**src/rtl/thermtrip_pkg.sv**
```systemverilog
// Shared constants for the thermal-trip shutdown sequencer: state encoding,
// source bit positions and default timer lengths (2 MHz clock ticks).
package thermtrip_pkg;

  typedef enum logic [2:0] {
    IDLE     = 3'd0,
    ARM      = 3'd1,
    MONITOR  = 3'd2,
    QUAL     = 3'd3,
    LOG      = 3'd4,
    SHUTDOWN = 3'd5,
    LATCHED  = 3'd6
  } state_e;

  localparam int SRC_CPU1 = 0;
  localparam int SRC_CPU2 = 1;
  localparam int SRC_MEM1 = 2;
  localparam int SRC_MEM2 = 3;
  localparam int SRC_W    = 4;

  localparam int T_ARM_DEF  = 20;    // 10 us
  localparam int T_QUAL_DEF = 200;   // 100 us
  localparam int T_BMC_DEF  = 2000;  // 1 ms

  // Largest of the three timer limits; sizes the shared timer.
  function automatic int max3(input int a, input int b, input int c);
    int m;
    m = (a > b) ? a : b;
    return (m > c) ? m : c;
  endfunction

endpackage

```
**src/rtl/thermtrip_seq_if.sv**
```systemverilog
// BMC / power-sequencer handshake bundle of the thermal-trip sequencer.
// master = the sequencer side, slave = the BMC / power-sequencer side.
interface thermtrip_seq_if;
  import thermtrip_pkg::*;

  logic             iBmcAck;
  logic             iPwrDownDone;
  logic             iClrLatch;
  logic             oBmcAlert_n;
  logic             FM_THERMTRIP_DLY;
  logic             oThermLatched;
  logic [SRC_W-1:0] oThermSrc;
  logic [2:0]       oState;

  modport master (
    input  iBmcAck, iPwrDownDone, iClrLatch,
    output oBmcAlert_n, FM_THERMTRIP_DLY, oThermLatched, oThermSrc, oState
  );

  modport slave (
    output iBmcAck, iPwrDownDone, iClrLatch,
    input  oBmcAlert_n, FM_THERMTRIP_DLY, oThermLatched, oThermSrc, oState
  );
endinterface

```
**src/rtl/thermtrip_seq_gencntr.sv**
```systemverilog
// Generic saturating up-counter with synchronous clear; used as the
// sequencer's single shared state timer.
module genCntr #(
  parameter int WIDTH = 8
) (
  input  logic             iClk,
  input  logic             iRst_n,
  input  logic             iEn,
  input  logic             iClr,
  output logic [WIDTH-1:0] oCnt
);

  logic [WIDTH-1:0] cnt_q;

  // Clear wins over count; hold at all-ones instead of wrapping.
  always_ff @(posedge iClk or negedge iRst_n) begin
    if (!iRst_n) begin
      cnt_q <= '0;
    end else if (iClr) begin
      cnt_q <= '0;
    end else if (iEn && (cnt_q != {WIDTH{1'b1}})) begin
      cnt_q <= cnt_q + WIDTH'(1);
    end
  end

  assign oCnt = cnt_q;

endmodule

```
**src/rtl/thermtrip_seq.sv**
```systemverilog
// Thermal-trip shutdown sequencer: qualifies CPU/memory thermal pins,
// alerts the BMC, requests power-down and keeps a source-coded record.
module thermtrip_seq
  import thermtrip_pkg::*;
#(
  parameter int T_ARM_2M  = T_ARM_DEF,
  parameter int T_QUAL_2M = T_QUAL_DEF,
  parameter int T_BMC_2M  = T_BMC_DEF
) (
  input  logic iClk_2M,
  input  logic iRst_n,
  input  logic iCpuPwrgdDly,
  input  logic FM_CPU1_THERMTRIP_LVT3_N,
  input  logic FM_CPU2_THERMTRIP_LVT3_N,
  input  logic FM_MEM_THERM_EVENT_CPU1_LVT3_N,
  input  logic FM_MEM_THERM_EVENT_CPU2_LVT3_N,
  input  logic FM_CPU2_SKTOCC_LVT3_N,
  thermtrip_seq_if.master bus
);

  localparam int T_MAX = max3(T_ARM_2M, T_QUAL_2M, T_BMC_2M);
  localparam int TW    = $clog2(T_MAX + 1);

  // Pin order: {sktocc, mem2, mem1, cpu2, cpu1}, all active-low.
  logic [4:0]       pin_raw;
  logic [4:0]       sync1_q, sync2_q;
  logic [SRC_W-1:0] evt;
  logic             any_evt;
  state_e           state_q, state_d;
  logic [SRC_W-1:0] cap_q, cap_d;
  logic             alert_n_q, alert_n_d;
  logic             trip_q, trip_d;
  logic             latched_q, latched_d;
  logic             tmr_en, tmr_clr;
  logic [TW-1:0]    tmr;
  logic             arm_done, qual_done, bmc_done;

  assign pin_raw = {FM_CPU2_SKTOCC_LVT3_N, FM_MEM_THERM_EVENT_CPU2_LVT3_N,
                    FM_MEM_THERM_EVENT_CPU1_LVT3_N, FM_CPU2_THERMTRIP_LVT3_N,
                    FM_CPU1_THERMTRIP_LVT3_N};

  // Two-flop synchronizers; reset to the inactive (high) pin level.
  always_ff @(posedge iClk_2M or negedge iRst_n) begin
    if (!iRst_n) begin
      sync1_q <= '1;
      sync2_q <= '1;
    end else begin
      sync1_q <= pin_raw;
      sync2_q <= sync1_q;
    end
  end

  // Masked event vector: CPU2 sources only count with CPU2 installed.
  always_comb begin
    evt           = '0;
    evt[SRC_CPU1] = ~sync2_q[0];
    evt[SRC_CPU2] = ~sync2_q[1] & ~sync2_q[4];
    evt[SRC_MEM1] = ~sync2_q[2];
    evt[SRC_MEM2] = ~sync2_q[3] & ~sync2_q[4];
  end

  assign any_evt = |evt;

  assign arm_done  = (tmr == TW'(T_ARM_2M - 1));
  assign qual_done = (tmr == TW'(T_QUAL_2M - 1));
  assign bmc_done  = (tmr == TW'(T_BMC_2M - 1));

  genCntr #(.WIDTH(TW)) u_timer (
    .iClk   (iClk_2M),
    .iRst_n (iRst_n),
    .iEn    (tmr_en),
    .iClr   (tmr_clr),
    .oCnt   (tmr)
  );

  // Next-state, capture register and output decode.
  always_comb begin
    state_d = state_q;
    cap_d   = cap_q;
    tmr_en  = 1'b0;
    unique case (state_q)
      IDLE: begin
        cap_d = '0;
        if (iCpuPwrgdDly) state_d = ARM;
      end
      ARM: begin
        tmr_en = 1'b1;
        if (!iCpuPwrgdDly)  state_d = IDLE;
        else if (arm_done)  state_d = MONITOR;
      end
      MONITOR: begin
        if (!iCpuPwrgdDly) state_d = IDLE;
        else if (any_evt)  state_d = QUAL;
      end
      QUAL: begin
        tmr_en = 1'b1;
        if (!iCpuPwrgdDly) begin
          state_d = IDLE;
          cap_d   = '0;
        end else if (!any_evt) begin
          // Event vanished: drop what was gathered so glitches never add up.
          state_d = MONITOR;
          cap_d   = '0;
        end else begin
          cap_d = cap_q | evt;
          if (qual_done) state_d = LOG;
        end
      end
      LOG: begin
        tmr_en = 1'b1;
        // Already qualified, so losing power still leaves a record.
        if (!iCpuPwrgdDly)                state_d = LATCHED;
        else if (bus.iBmcAck || bmc_done) state_d = SHUTDOWN;
      end
      SHUTDOWN: begin
        if (bus.iPwrDownDone) state_d = LATCHED;
      end
      LATCHED: begin
        if (bus.iClrLatch && !iCpuPwrgdDly) begin
          state_d = IDLE;
          cap_d   = '0;
        end
      end
      default: begin
        state_d = IDLE;
        cap_d   = '0;
      end
    endcase
    tmr_clr   = (state_d != state_q);
    alert_n_d = ~((state_d == LOG) || (state_d == SHUTDOWN) || (state_d == LATCHED));
    trip_d    = (state_d == SHUTDOWN);
    latched_d = (state_d == LATCHED);
  end

  // State, capture and output registers; reset forces outputs inactive at once.
  always_ff @(posedge iClk_2M or negedge iRst_n) begin
    if (!iRst_n) begin
      state_q   <= IDLE;
      cap_q     <= '0;
      alert_n_q <= 1'b1;
      trip_q    <= 1'b0;
      latched_q <= 1'b0;
    end else begin
      state_q   <= state_d;
      cap_q     <= cap_d;
      alert_n_q <= alert_n_d;
      trip_q    <= trip_d;
      latched_q <= latched_d;
    end
  end

  assign bus.oBmcAlert_n      = alert_n_q;
  assign bus.FM_THERMTRIP_DLY = trip_q;
  assign bus.oThermLatched    = latched_q;
  assign bus.oThermSrc        = cap_q;
  assign bus.oState           = state_q;

endmodule

```
**src/flat_wrapper.sv**
```systemverilog
// flat-port wrapper written by rule: the top's interface ports become plain ports
module thermtrip_seq_flat import thermtrip_pkg::*;
#(
  parameter int T_ARM_2M  = T_ARM_DEF,
  parameter int T_QUAL_2M = T_QUAL_DEF,
  parameter int T_BMC_2M  = T_BMC_DEF
)
  (iClk_2M, iRst_n, iCpuPwrgdDly, FM_CPU1_THERMTRIP_LVT3_N, FM_CPU2_THERMTRIP_LVT3_N, FM_MEM_THERM_EVENT_CPU1_LVT3_N, FM_MEM_THERM_EVENT_CPU2_LVT3_N, FM_CPU2_SKTOCC_LVT3_N, bus_iBmcAck, bus_iPwrDownDone, bus_iClrLatch, bus_oBmcAlert_n, bus_FM_THERMTRIP_DLY, bus_oThermLatched, bus_oThermSrc, bus_oState);
  thermtrip_seq_if bus_i ();
  input  logic iClk_2M;
  input  logic iRst_n;
  input  logic iCpuPwrgdDly;
  input  logic FM_CPU1_THERMTRIP_LVT3_N;
  input  logic FM_CPU2_THERMTRIP_LVT3_N;
  input  logic FM_MEM_THERM_EVENT_CPU1_LVT3_N;
  input  logic FM_MEM_THERM_EVENT_CPU2_LVT3_N;
  input  logic FM_CPU2_SKTOCC_LVT3_N;
  input wire logic [$bits(bus_i.iBmcAck)-1:0] bus_iBmcAck;
  input wire logic [$bits(bus_i.iPwrDownDone)-1:0] bus_iPwrDownDone;
  input wire logic [$bits(bus_i.iClrLatch)-1:0] bus_iClrLatch;
  output wire logic [$bits(bus_i.oBmcAlert_n)-1:0] bus_oBmcAlert_n;
  output wire logic [$bits(bus_i.FM_THERMTRIP_DLY)-1:0] bus_FM_THERMTRIP_DLY;
  output wire logic [$bits(bus_i.oThermLatched)-1:0] bus_oThermLatched;
  output wire logic [$bits(bus_i.oThermSrc)-1:0] bus_oThermSrc;
  output wire logic [$bits(bus_i.oState)-1:0] bus_oState;
  assign bus_i.iBmcAck = bus_iBmcAck;
  assign bus_i.iPwrDownDone = bus_iPwrDownDone;
  assign bus_i.iClrLatch = bus_iClrLatch;
  assign bus_oBmcAlert_n = bus_i.oBmcAlert_n;
  assign bus_FM_THERMTRIP_DLY = bus_i.FM_THERMTRIP_DLY;
  assign bus_oThermLatched = bus_i.oThermLatched;
  assign bus_oThermSrc = bus_i.oThermSrc;
  assign bus_oState = bus_i.oState;
  thermtrip_seq #(.T_ARM_2M(T_ARM_2M), .T_QUAL_2M(T_QUAL_2M), .T_BMC_2M(T_BMC_2M)) u_core (.iClk_2M(iClk_2M), .iRst_n(iRst_n), .iCpuPwrgdDly(iCpuPwrgdDly), .FM_CPU1_THERMTRIP_LVT3_N(FM_CPU1_THERMTRIP_LVT3_N), .FM_CPU2_THERMTRIP_LVT3_N(FM_CPU2_THERMTRIP_LVT3_N), .FM_MEM_THERM_EVENT_CPU1_LVT3_N(FM_MEM_THERM_EVENT_CPU1_LVT3_N), .FM_MEM_THERM_EVENT_CPU2_LVT3_N(FM_MEM_THERM_EVENT_CPU2_LVT3_N), .FM_CPU2_SKTOCC_LVT3_N(FM_CPU2_SKTOCC_LVT3_N), .bus(bus_i));
endmodule
```
**config.mk**
```make
export PLATFORM = sky130hd
export DESIGN_NAME = thermtrip_seq_flat
export DESIGN_NICKNAME = d
export VERILOG_FILES = /design/src/rtl/thermtrip_pkg.sv /design/src/rtl/thermtrip_seq_if.sv /design/src/rtl/thermtrip_seq_gencntr.sv /design/src/rtl/thermtrip_seq.sv /design/src/flat_wrapper.sv
export SDC_FILE = /design/constraint.sdc
export NUM_CORES = 1
export LEC_CHECK = 0
export BUFFER_PORTS_ARGS = -buffer_cell sky130_fd_sc_hd__clkbuf_2
export CAP_MARGIN = 20
export CORE_ASPECT_RATIO = 0.75
export CORE_MARGIN = 2
export CORE_UTILIZATION = 60
export CTS_CLUSTER_DIAMETER = 60
export DETAILED_ROUTE_END_ITERATION = 7
export PLACE_DENSITY = 0.85
export REMOVE_ABC_BUFFERS = 1
export SLEW_MARGIN = 25
export SYNTH_ARGS = -nofsm -noshare
export SYNTH_HDL_FRONTEND = slang
export SYNTH_SLANG_ARGS = --single-unit
```
**constraint.sdc**
```tcl
create_clock -name iClk_2M -period 2.9 [get_ports iClk_2M]
set_input_delay 0.145 -clock iClk_2M [delete_from_list [all_inputs] [get_ports iClk_2M]]
set_output_delay 0.145 -clock iClk_2M [all_outputs]
set_load 0.01 [all_outputs]
```
**Yosys cells after proc, flatten, opt, wreduce, memory -nomap -nowiden**

Index checks and enable logic that the tools add are counted.

- Flip-flop bits (word level): 31
- Latch bits: 0
- Bits in writable memories: 0
- Bits in read-only memories: 0
- Bits of input ports: 11
- Output and inout port bits: 10
- Word-level logic and storage cells: 66
- Memories kept: 0

- $add $sub $neg: 1
- Multiply operators: 0
- Div/mod/pow operators: 0
- Order comparisons: 0
- Eq/ne operators: 15
- Shift operators: 0
- Muxes and demuxes: 20
- Bitwise operators: 10
- Reduce and logical (&&, ||, !) cells: 12

Operators with widths:

| kind | count |
|---|---|
| 2-to-1 mux 3 bit | 12 |
| 2-to-1 mux 11 bit | 2 |
| case mux 3 bit (7 select lines) | 1 |
| equality test 3 bit (second input constant) | 6 |
| 2-to-1 mux 4 bit | 3 |
| case mux 4 bit (3 select lines) | 1 |
| adder 11 x 1 -> 11 bit (second input constant) | 1 |
| equality test 11 bit (second input constant) | 1 |
| equality test 11 x 5 -> 1 bit (second input constant) | 1 |
| equality test 11 x 8 -> 1 bit (second input constant) | 1 |
| != test 11 bit (second input constant) | 1 |
| OR reduction 4 bit | 2 |
| NOT 1 bit | 7 |
| equality test 3 x 2 -> 1 bit (second input constant) | 2 |
| OR 4 bit | 1 |
| equality test 3 x 1 -> 1 bit (second input constant) | 1 |
| logical NOT 3 bit | 1 |
| logical OR 1 bit | 3 |
| != test 3 bit | 1 |
| OR reduction 3 bit | 1 |
| AND 1 bit | 2 |
| logical AND 1 bit | 2 |
| != test 2 x 1 -> 1 bit (second input constant) | 1 |
| AND reduction 2 bit | 1 |
| 3 further kinds | 3 |

**Logic depth before layout (Yosys ltp)**

Gate-level depths: netlist of the first run.

- Depth in word-level cells: 10
- Depth in mapped cells: 8

**Modules after synthesis**

A second synthesis of the first run with hierarchy kept.

- Cell total of the unflattened synthesis: 149
- Area total of the unflattened synthesis: 1605.3 sq um

By module, submodules not included:

| module | times used | cells an instance | area an instance (sq um) | sequential area each (sq um) |
|---|---|---|---|---|
| thermtrip_seq | 1 | 91 | 987.2 | 514.2 |
| genCntr | 1 | 58 | 618.1 | 275.3 |

**Worst setup path after synthesis of the first run**

No wires, ideal clock.

- Path kind: register to register
- From: reg u_core.u_timer.cnt_q[0] (netlist: u_core.u_timer.oCnt[0])
- To: reg u_core.u_timer.cnt_q[0] (netlist: u_core.u_timer.oCnt[0])
- Setup time: 80 ps
- Arrival: 1775 ps
- Required time: 2820 ps
- Slack: 1045 ps
- Stages on the path, launching flop included: 9
- Path buffers: 1
- Clock period less this slack: 1855 ps
- Cell sequence: dfrtp_1 -> ha_1 -> nor2b_1 -> and4_4 -> and4b_1 -> nor4_2 -> o21ai_2 -> buf_6 -> nor3_2

- Word-level cells in the longest chain between the ends: 7
- Elaborated cells between the ends (all ways): 19
- Classes of those cells: add/sub (1); eq/ne (5); mux (10); reduce/logical (3)

Ends and longest elaborated chain:

| what | line | RTL |
|---|---|---|
| start: declaration | thermtrip_seq_gencntr.sv:13 | `logic [WIDTH-1:0] cnt_q;` |
| start signal: assignment | thermtrip_seq_gencntr.sv:22 | `cnt_q <= cnt_q + WIDTH'(1);` |
| equality test 11 x 8 -> 1 bit or equality test 11 bit (tied branches) | thermtrip_seq.sv:65, thermtrip_seq.sv:66 |  |
| 2-to-1 mux 3 bit or logical OR 1 bit (tied branches) | thermtrip_seq.sv:106, thermtrip_seq.sv:113 |  |
| 2-to-1 mux 3 bit (on tied branches) | thermtrip_seq.sv:100, thermtrip_seq.sv:113 |  |
| 2-to-1 mux 3 bit (on tied branches) | thermtrip_seq.sv:97, thermtrip_seq.sv:112 |  |
| case mux 3 bit (7 select lines) | thermtrip_seq.sv:81 | `unique case (state_q)` |
| != test 3 bit | thermtrip_seq.sv:129 | `tmr_clr = (state_d != state_q);` |
| 2-to-1 mux 11 bit or nonzero test 2 bit (tied branches) | n/a |  |

Several ways; a longest one is shown, not always the timed one. The select of a mux whose other input is x is not followed.
A chain may end at the register's enable or synchronous reset.

**Worst setup path after layout of the first run**

- From: reg u_core.u_timer.cnt_q[0] (netlist: u_core.u_timer.oCnt[0])
- To: reg u_core.u_timer.cnt_q[10] (netlist: u_core.u_timer.oCnt[10])

The elaborated chain is that of the path after synthesis.

==> results of run 1 <==
[state kept, by name (all words and copies together) (netlist names)]
signal and count:
u_core.bus.oThermLatched 1, u_core.bus.oState 3, u_core.sync1_q 5, u_core.bus.oBmcAlert_n 1
u_core.bus.FM_THERMTRIP_DLY 1, u_core.bus.oThermSrc 4, u_core.u_timer.oCnt 11, u_core.sync2_q 5
[metal layers]
metal / up-vias / global-route usage (%)
met5: - / 0
met4: 0 / 7.25
met3: 5 / 6.05
met2: 37 / 35.1
met1: 599 / 30.2
li1: 599 / -
[cells by family (layout without fill, tap and decap cells)]
group | Yosys count | count (layout)
simple gates | 78 | 78
buf+inv | 10 | 39
mux | 3 | 3
fa+ha+maj | 2 | 2
flops | 31 | 31
compound gates | 20 | 20
xor+xnor | 9 | 9
[synth_stat cells, types with 2 or more instances]
master,count,area share [%]
xor2_1,7,3.9
mux2i_1,2,1.3
ha_1,2,1.6
nor3_1,7,2.2
a31oi_1,2,0.79
xnor2_1,2,1.1
dfrtp_1,20,32
nand3_1,2,0.63
inv_1,4,0.95
nand2_1,9,2.1
and3_1,2,0.79
nor2b_1,4,1.6
a211oi_1,3,1.4
nor3_2,11,6.9
and2_1,2,0.79
nor2_1,23,5.4
dfstp_2,11,18
a21oi_1,5,1.6
and4_4,2,1.4
buf_2,5,1.6
nand4_1,4,1.6
o21ai_0,3,0.95
nand3b_1,2,0.95
[metrics by stage]
step	utilization [%]	setup slack [ps]	hold WS (ps)	instances
3_5_place_dp	66.5	701	234	204
4_1_cts	72.0	700	115	218
5_1_grt	72.0	490	135	218
6_report	72.0	673	128	218
2_1_floorplan	-	803	-151	147
3_3_place_gp	66.5	810	216	204
[final cells by class]
class / instances / area, µm² / share of cell area, %
Inverter: 4 / 15.0 / 0.814
Clock buffer: 5 / 37.5 / 2.03
Sequential cell: 31 / 790 / 42.8
Clock inverter: 3 / 43.8 / 2.37
Timing Repair Buffer: 27 / 168 / 9.08
Tap cell: 36 / 45.0 / 2.44
Multi-Input combinational cell: 112 / 747 / 40.5
[worst max-delay path, stage by stage, from the launching register on]
cell	delay, ps
dfrtp_1	420
ha_1	190
nor2b_1	210
and4_4	250
a211oi_1	60
or2_1	260
o21ai_2	600
nor3_1	110
[power by group]
part | internal [mW] | total (mW) | switching, mW
clock network | 0.181 | 0.332 | 0.151
registers | 0.456 | 0.473 | 0.0175
logic | 0.0342 | 0.0818 | 0.0476
total | 0.671 | 0.887 | 0.216
[worst paths after layout]
path	startpoint	endpoint	depth (start not counted)
worst max-delay path	u_core.u_timer.oCnt[0]	u_core.u_timer.oCnt[10]	7
max in group asynchronous	iRst_n	u_core.bus.oThermSrc[2]	2
worst min register to register	u_core.sync1_q[4]	u_core.sync2_q[4]	0
worst min-delay path	iCpuPwrgdDly	u_core.bus.oState[0]	3
worst max register to register	u_core.u_timer.oCnt[0]	u_core.u_timer.oCnt[10]	7
min in group asynchronous	iRst_n	u_core.u_timer.oCnt[9]	2
==> flow_summary_export.csv, run 1 <==
group,metric,value,unit
layout,final_common_cell,"nor2_1",
routing,drc,0,
sta,rsz0062_at_grt,"no",
place,gp_congestion,0.898,
routing,route.met3.wl,167,µm
logic_synthesis,ys_seq_area_share,49.7,%
logic_synthesis,synth_xor_area_share,4.96,%
floorplanning,floorplan.initialDensity,62.0,%
logic_synthesis,ys_ff_latch,31,
global_route,grt_antenna_before_repair,0,
sta,slew_viol_final,0,
floorplanning,io-pin-count,21,
worst_hold_path,hold_class,"input port to register",
setup_path,cp.arrival,2420,ps
logic_synthesis,syn_avg_cell_area,10.4,µm²
floorplanning,rows,16,
setup_path,cp-end-kind,"register",
logic_synthesis,syn_area,1590,µm²
logic_synthesis,synth_compound_area_share,8.43,%
setup_path,timing_worst_setup_path_type,"register to register",
logic_synthesis,synth_top_family_by_area,"simple AND/OR/NAND/NOR gates",
place,place_area,1700,µm²
routing,num_vias,1240,
pwr,p_per_area,481,nW/µm²
clock_tree,clk_pin_slew,100,ps
pwr,vdd_ir_drop_max,0.429,mV
floorplanning,dieArea,3080,µm²
sta,worstMarginPinSlew,736,ps
routing,met2_wirelength,1450,µm
logic_synthesis,muxShareOfSynthArea,1.97,%
logic_synthesis,synthDistinctLibCells,42,
clock_tree,cts_resized,0,
sta,setup_tns,0,ps
routing,drt-met1-wl,1470,µm
floorplanning,fp.dieH,48.6,µm
layout,areaGrowthSynthToFinish,16.2,%
layout,final_nets,194,
logic_synthesis,async_reset_ff_share,100,%
routing,drtAntennaViolNets,0,
sta,hold_viol_final,0,
global_route,grt_use_total,22.3,%
place,portBuffers,20,
setup_path,path_max_fanout,11,
layout,final_cell_mix,"nor2_1 (23), clkbuf_2 (20), dfrtp_1 (20)",
sta,clock_skew,3.61,ps
flow_run,cap_violations,0,
global_route,grt_max_degree,32,
routing,first_iter_violations,132,
routing,highest_layer,"met4",
layout,fin_area,1850,µm²
sta,final.period_utilization,76.8,%
global_route,grt_pass1_vias,1158,
clock_tree,cts_tree,"built",
setup_path,crit_required,3100,ps
logic_synthesis,synthFlopType,"dfrtp_1",
clock_tree,clkSinkCount,31,
outcome,status,"completed",
clock_tree,root_buffer,"clkbuf_4",
pwr,p_leak,0.853,nW
clock_tree,cts_setup_buffers,0,
logic_synthesis,synth_fa_ha_area_share,1.58,%
routing,drt-total-wl,3120,µm
global_route,grt_pass1_wl,5300,µm
setup_path,critPathLaunchType,"register",
layout,fillers,208,
routing,vias_per_cell,5.69,
logic_synthesis,synth-edff-count,0,
clock_tree,h-tree-depth,2,
sta,fmaxAchievable,0.449,GHz
pwr,power.total,887,µW
layout,layout-drive-gt1-share,32.4,%
logic_synthesis,synth-simple-area-share,30.1,%
routing,detail_route.wl_per_cell,14.3,µm
routing,drt_pre_antenna_iters,4,
logic_synthesis,ys_warn_count,0,
sta,setup_viol,0,
global_route,grt_remaining_overflow,0,
logic_synthesis,synthesis.instances,153,
clock_tree,numCtsBuffers,5,
clock_tree,hold_buffers,6,
clock_tree,clk_latency,330,ps
clock_tree,cts_buffer_depth,2,
place,place_hpwl,2190,µm
sta,fin_crit,2230,ps
floorplanning,design.core.area,2560,µm²
setup_path,r2r_setup_slack,670,ps
layout,antennaDiodeCount,0,
floorplanning,die_w,63.4,µm
sta,slew_headroom,50.9,%
Power figures use the tool's default switching activity.
==> run 2: changes to the inputs <==
--- a/config.mk
+++ b/config.mk
@@ -9,10 +9,10 @@
 export CAP_MARGIN = 20
 export CORE_ASPECT_RATIO = 0.75
 export CORE_MARGIN = 2
-export CORE_UTILIZATION = 60
+export CORE_UTILIZATION = 56
 export CTS_CLUSTER_DIAMETER = 60
 export DETAILED_ROUTE_END_ITERATION = 7
-export PLACE_DENSITY = 0.85
+export PLACE_DENSITY = 0.81
 export REMOVE_ABC_BUFFERS = 1
 export SLEW_MARGIN = 25
 export SYNTH_ARGS = -nofsm -noshare
==> constraint.sdc (replaced) <==
create_clock -name iClk_2M -period 2.2 [get_ports iClk_2M]
set_input_delay 0.11 -clock iClk_2M [delete_from_list [all_inputs] [get_ports iClk_2M]]
set_output_delay 0.11 -clock iClk_2M [all_outputs]
set_load 0.01 [all_outputs]
==> run 2 against run 1 <==
Effect of this change:
- sequential share of layout area down 1.9 points
- flip-flop and latch count unchanged
- critical path depth stayed put
- wire length up 5.0%
- clock power increased by 69%
- combinational power grew 37%
- utilization rose by 0.49 points
- register-to-register slack lost 560 ps
- count of clock-buffer cells in the layout did not move
- clock skew grew 0.81 ps
- global-route usage decreased by 0.28 points
- largest power group unchanged
==> flow_summary_export.csv, run 2 (same netlist as run 1, synthesis figures left out) <==
group,metric,value,unit
outcome,status,"completed",
setup_path,critPathTopFamily,"simple AND/OR/NAND/NOR gates",
clock_tree,root_buffer,"clkbuf_8",
clock_tree,h-tree-depth,2,
clock_tree,cts_buffer_depth,2,
sta,hold_viol_final,0,
routing,first_iter_violations,58,
pwr,p_int,985,µW
pwr,combPwrFrac,8.6,%
setup_path,path_max_fanout,11,
sta,whs,151,ps
clock_tree,clk_pin_slew,70,ps
pwr,power.total,1.30,mW
worst_hold_path,holdPathStages,3,
sta,fin_crit,2080,ps
place,pre_cts_ws,-19.5,ps
floorplanning,io-pin-count,21,
global_route,grt_use_total,22.0,%
sta,fmaxAchievable,0.480,GHz
clock_tree,numCtsBuffers,5,
setup_path,path_buf_inv,0,
pwr,clkPwrFrac,43.3,%
layout,antennaDiodeCount,0,
flow_run,cap_violations,0,
layout,fillers,196,
layout,largest_reg_flops,11,
layout,final_nets,199,
floorplanning,design.core.area,2660,µm²
pwr,seq_power_share,48.1,%
setup_path,timing_worst_setup_path_type,"register to register",
layout,final_common_cell,"nor2_1",
sta,fin_ws,116,ps
clock_tree,cts_tree,"built",
worst_hold_path,hold_class,"input port to register",
setup_path,crit_chain,"ha_1, nor2b_1, and4_4, a211oi_1, or2_1, o21ai_4, nor3_1",
place,portBuffers,20,
sta,final.period_utilization,94.7,%
setup_path,cp-end-kind,"register",
setup_path,r2r_cells,7,
floorplanning,rows,16,
global_route,grt_remaining_overflow,0,
place,place_area,1740,µm²
sta,clock_skew,4.42,ps
floorplanning,fp.dieH,50.1,µm
layout,fin_area,1930,µm²
setup_path,r2r_setup_slack,120,ps
routing,vias_per_cell,5.63,
layout,areaGrowthSynthToFinish,21.6,%
routing,drtAntennaViolNets,0,
worst_hold_path,hp-start,"iCpuPwrgdDly",
setup_path,critPathMaxStageDelay,430,ps
routing,drt_pre_antenna_iters,4,
global_route,grt_pass1_wl,5350,µm
sta,slew_viol_final,0,
layout,final_core_util,72.5,%
setup_path,worstReg2RegEnd,"u_core.u_timer.oCnt[10]",
layout,ff_latch_area,790,µm²
clock_tree,cts_setup_buffers,0,
floorplanning,die_w,65.5,µm
floorplanning,dieArea,3280,µm²
layout,stdcell_count,223,
layout,final_cell_mix,"nor2_1 (23), clkbuf_2 (20), dfrtp_1 (20)",
setup_path,critPathLaunchType,"register",
layout,multi_input_area,763,µm²
routing,drc,0,
sta,rsz0062_at_grt,"no",
layout,layout-drive-gt1-share,34.2,%
pwr,p_leak,0.899,nW
clock_tree,clk_latency,290,ps
pwr,switching_power,311,µW
pwr,p_per_area,671,nW/µm²
routing,num_vias,1256,
global_route,grt_antenna_before_repair,0,
place,place_hpwl,2160,µm
setup_path,cp.arrival,2240,ps
pwr,switching_share,24.0,%
place,gp_congestion,0.888,
sta,setup_viol,0,
setup_path,cp_slowest_cell,"o21ai_4",
worst_hold_path,min_to,"u_core.bus.oState[0]",
routing,detail_route.wl_per_cell,14.7,µm
pwr,vdd_ir_drop_max,0.599,mV
clock_tree,clkSinkCount,31,
setup_path,crit_required,2360,ps
setup_path,r2r_start,"u_core.u_timer.oCnt[0]",
sta,worstMarginPinSlew,730,ps
routing,drt-total-wl,3280,µm
sta,setup_tns,0,ps
setup_path,cp.depth,7,
global_route,grt_pass1_vias,1173,
global_route,grt_max_degree,32,
floorplanning,floorplan.initialDensity,59.6,%
place,dp_cells,209,
sta,slew_headroom,51.3,%
[run 2: worst max path at each step]
stage	start	endpoint	slack, ps
6_report	u_core.u_timer.oCnt[0]	u_core.u_timer.oCnt[10]	120
5_1_grt	u_core.u_timer.oCnt[0]	u_core.u_timer.oCnt[8]	30
4_1_cts	u_core.u_timer.oCnt[0]	u_core.u_timer.oCnt[10]	120
3_5_place_dp	u_core.u_timer.oCnt[0]	u_core.u_timer.oCnt[10]	-20
3_3_place_gp	u_core.u_timer.oCnt[0]	u_core.u_timer.oCnt[10]	110
2_1_floorplan	u_core.u_timer.oCnt[0]	u_core.u_timer.oCnt[10]	100
[run 2: worst min-delay path, cell delays in order]
cell      delay, ps
clkbuf_2        150
nor2_1           60
nor2_1           70
[run 2: per-layer routing]
| layer | track usage (%) | routed length [µm] | share of wire, % |
|---|---|---|---|
| met1 | 28.4 | 1480 | 45 |
| met2 | 34.7 | 1520 | 46 |
| met3 | 6.16 | 237 | 7.2 |
| met4 | 9.38 | 42 | 1.3 |
| met5 | 0 | 0 | 0 |
[run 2: final cells by class]
type | instances | area share, %
Sequential cell | 31 | 40.9
Multi-Input combinational cell | 112 | 39.5
Timing Repair Buffer | 32 | 10.6
Clock buffer | 5 | 3.56
Tap cell | 36 | 2.33
Clock inverter | 3 | 2.27
Inverter | 4 | 0.778
[run 2: repair_timing]
action,in CTS,in global routing
endpoints found under the hold margin,25,0
gates resized for setup,1,1
cloned,0,0
setup endpoints to repair,11,1
hold buffers,6,0
[run 2: power by group through the flow]
stage | registers, mW | logic, mW | clock network (mW)
2_1_floorplan | 0.630 | 0.0567 | 0
3_3_place_gp | 0.629 | 0.0963 | 0
3_5_place_dp | 0.633 | 0.101 | 0
4_1_cts | 0.623 | 0.111 | 0.564
5_1_grt | 0.627 | 0.125 | 0.591
6_report | 0.623 | 0.112 | 0.561
==> run 3: changes to the inputs <==
--- a/config.mk
+++ b/config.mk
@@ -7,7 +7,7 @@
 export LEC_CHECK = 0
 export BUFFER_PORTS_ARGS = -buffer_cell sky130_fd_sc_hd__clkbuf_2
 export CAP_MARGIN = 20
-export CORE_ASPECT_RATIO = 0.75
+export CORE_ASPECT_RATIO = 0.7
 export CORE_MARGIN = 2
 export CORE_UTILIZATION = 56
 export CTS_CLUSTER_DIAMETER = 60
==> run 3 against run 2 <==
Effect of this change:
- combinational power barely moved
- maximum frequency rose by 1.1%
- total power fell by 9.0%
- setup slack improved by 23 ps
- utilization fell by 2.7 points
- clock skew rose by 2.8 ps
- non-clock buffer count rose by 1
- final cell count rose by 0.45%
- die area barely moved
- first-iteration DRC count rose by 130%
- highest routed layer unchanged
==> flow_summary_export.csv, run 3 (same netlist as run 1, synthesis figures left out) <==
group,metric,value,unit
sta,whs,138,ps
pwr,clkPwrFrac,37.4,%
clock_tree,cts_buffer_depth,2,
layout,antennaDiodeCount,0,
clock_tree,h-tree-depth,2,
setup_path,critPathLaunchType,"register",
layout,final_common_cell,"nor2_1",
routing,drtAntennaViolNets,0,
sta,hold_viol_final,0,
global_route,grt_use_total,24.2,%
floorplanning,design.core.area,2740,µm²
setup_path,crit_chain,"ha_1, nor2b_1, and4_4, and4b_1, nor4_4, o21ai_4, nor3_1",
outcome,status,"completed",
pwr,switching_share,26.4,%
sta,setup_viol,0,
layout,ff_latch_area,790,µm²
clock_tree,clk_latency,290,ps
setup_path,path_max_fanout,11,
pwr,p_leak,0.887,nW
place,place_area,1750,µm²
setup_path,cp.arrival,2270,ps
floorplanning,dieArea,3280,µm²
routing,vias_per_cell,5.65,
pwr,p_int,868,µW
setup_path,cp-end-kind,"register",
clock_tree,clk_pin_slew,70,ps
clock_tree,clkSinkCount,31,
pwr,seq_power_share,52.8,%
global_route,grt_max_degree,32,
pwr,power.total,1.18,mW
routing,num_vias,1265,
clock_tree,root_buffer,"clkbuf_8",
global_route,grt_pass1_vias,1231,
layout,fillers,213,
clock_tree,cts_tree,"built",
sta,fmaxAchievable,0.485,GHz
layout,multi_input_area,763,µm²
layout,largest_reg_flops,11,
pwr,p_per_area,616,nW/µm²
pwr,vdd_ir_drop_max,0.532,mV
global_route,grt_remaining_overflow,0,
setup_path,timing_worst_setup_path_type,"register to register",
setup_path,crit_required,2400,ps
place,portBuffers,20,
setup_path,cp_slowest_cell,"dfrtp_1",
floorplanning,fp.dieH,48.6,µm
worst_hold_path,hold_class,"input port to register",
floorplanning,io-pin-count,21,
sta,slew_viol_final,0,
layout,layout-drive-gt1-share,34.6,%
floorplanning,floorplan.initialDensity,57.9,%
sta,fin_crit,2060,ps
pwr,switching_power,311,µW
layout,final_cell_mix,"nor2_1 (23), clkbuf_2 (20), dfrtp_1 (20)",
sta,final.period_utilization,93.7,%
floorplanning,rows,16,
pwr,combPwrFrac,9.7,%
place,place_hpwl,2400,µm
global_route,grt_antenna_before_repair,0,
setup_path,critPathMaxStageDelay,420,ps
sta,slew_headroom,50.7,%
global_route,grt_pass1_wl,5740,µm
routing,detail_route.wl_per_cell,14.8,µm
clock_tree,cts_setup_buffers,0,
routing,first_iter_violations,135,
routing,drt-total-wl,3310,µm
place,gp_congestion,0.949,
sta,worstMarginPinSlew,739,ps
routing,drc,0,
layout,areaGrowthSynthToFinish,20.6,%
sta,clock_skew,7.20,ps
sta,setup_tns,0,ps
routing,drt_pre_antenna_iters,4,
layout,fin_area,1910,µm²
sta,rsz0062_at_grt,"no",
layout,final_nets,200,
clock_tree,numCtsBuffers,5,
floorplanning,die_w,67.6,µm
flow_run,cap_violations,0,
run 3: per-layer routing:
layer,part of all wire (%),track usage (%),wire (µm)
met5,0,0,0
met4,2.1,9.52,70
met3,5.5,8.14,181
met2,48,36.9,1580
met1,45,31.6,1480
run 3: path summary, 6_finish.rpt:
kind,start,end,slack (ps),depth (start not counted)
setup / recovery,u_core.u_timer.oCnt[0],u_core.u_timer.oCnt[10],140,7
hold / removal,iCpuPwrgdDly,u_core.bus.oState[0],140,3
setup reg to reg,u_core.u_timer.oCnt[0],u_core.u_timer.oCnt[10],140,7
hold reg to reg,u_core.sync1_q[0],u_core.sync2_q[0],360,0
max in group asynchronous,iRst_n,u_core.bus.oThermSrc[3],1310,2
min in group asynchronous,iRst_n,u_core.u_timer.oCnt[10],410,2
run 3: layout make-up:
type	instances	area share (%)
flip-flops and latches	31	41.2
multi-input cells	112	39.9
repair buffers	33	11.1
clock buffers	5	3.59
well taps	36	2.35
clock inverters	3	1.05
inverters	4	0.784
run 3: worst max-delay path: cells and delay by family, from the launching register on:
kind	cells	cell delay [ps]
compound gates	1	190
fa+ha+maj	1	240
flops	1	420
simple gates	5	1130
run 3: repair_timing:
item	in CTS	in global routing
hold endpoints to repair	25	0
hold buffers	6	0
pin swaps	0	1
resized for setup	1	1
setup endpoints to repair	5	4
run 3: power groups by stage:
| stage | Combinational [mW] | Clock (mW) | Sequential, mW |
|---|---|---|---|
| after floorplan | 0.0567 | 0 | 0.630 |
| after global placement | 0.0959 | 0 | 0.629 |
| after detailed placement | 0.105 | 0 | 0.632 |
| after CTS | 0.115 | 0.447 | 0.622 |
| after global routing | 0.129 | 0.487 | 0.626 |
| final | 0.115 | 0.442 | 0.623 |
run 3: through the flow:
| stage | instances | setup slack [ps] | utilization [%] |
|---|---|---|---|
| after floorplan | 147 | 103 | - |
| after global placement | 210 | 95.7 | 63.8 |
| after detailed placement | 210 | 3.62 | 63.8 |
| after CTS | 224 | 98.8 | 69.5 |
| after global routing | 224 | 16.0 | 69.8 |
| final | 224 | 139 | 69.8 |
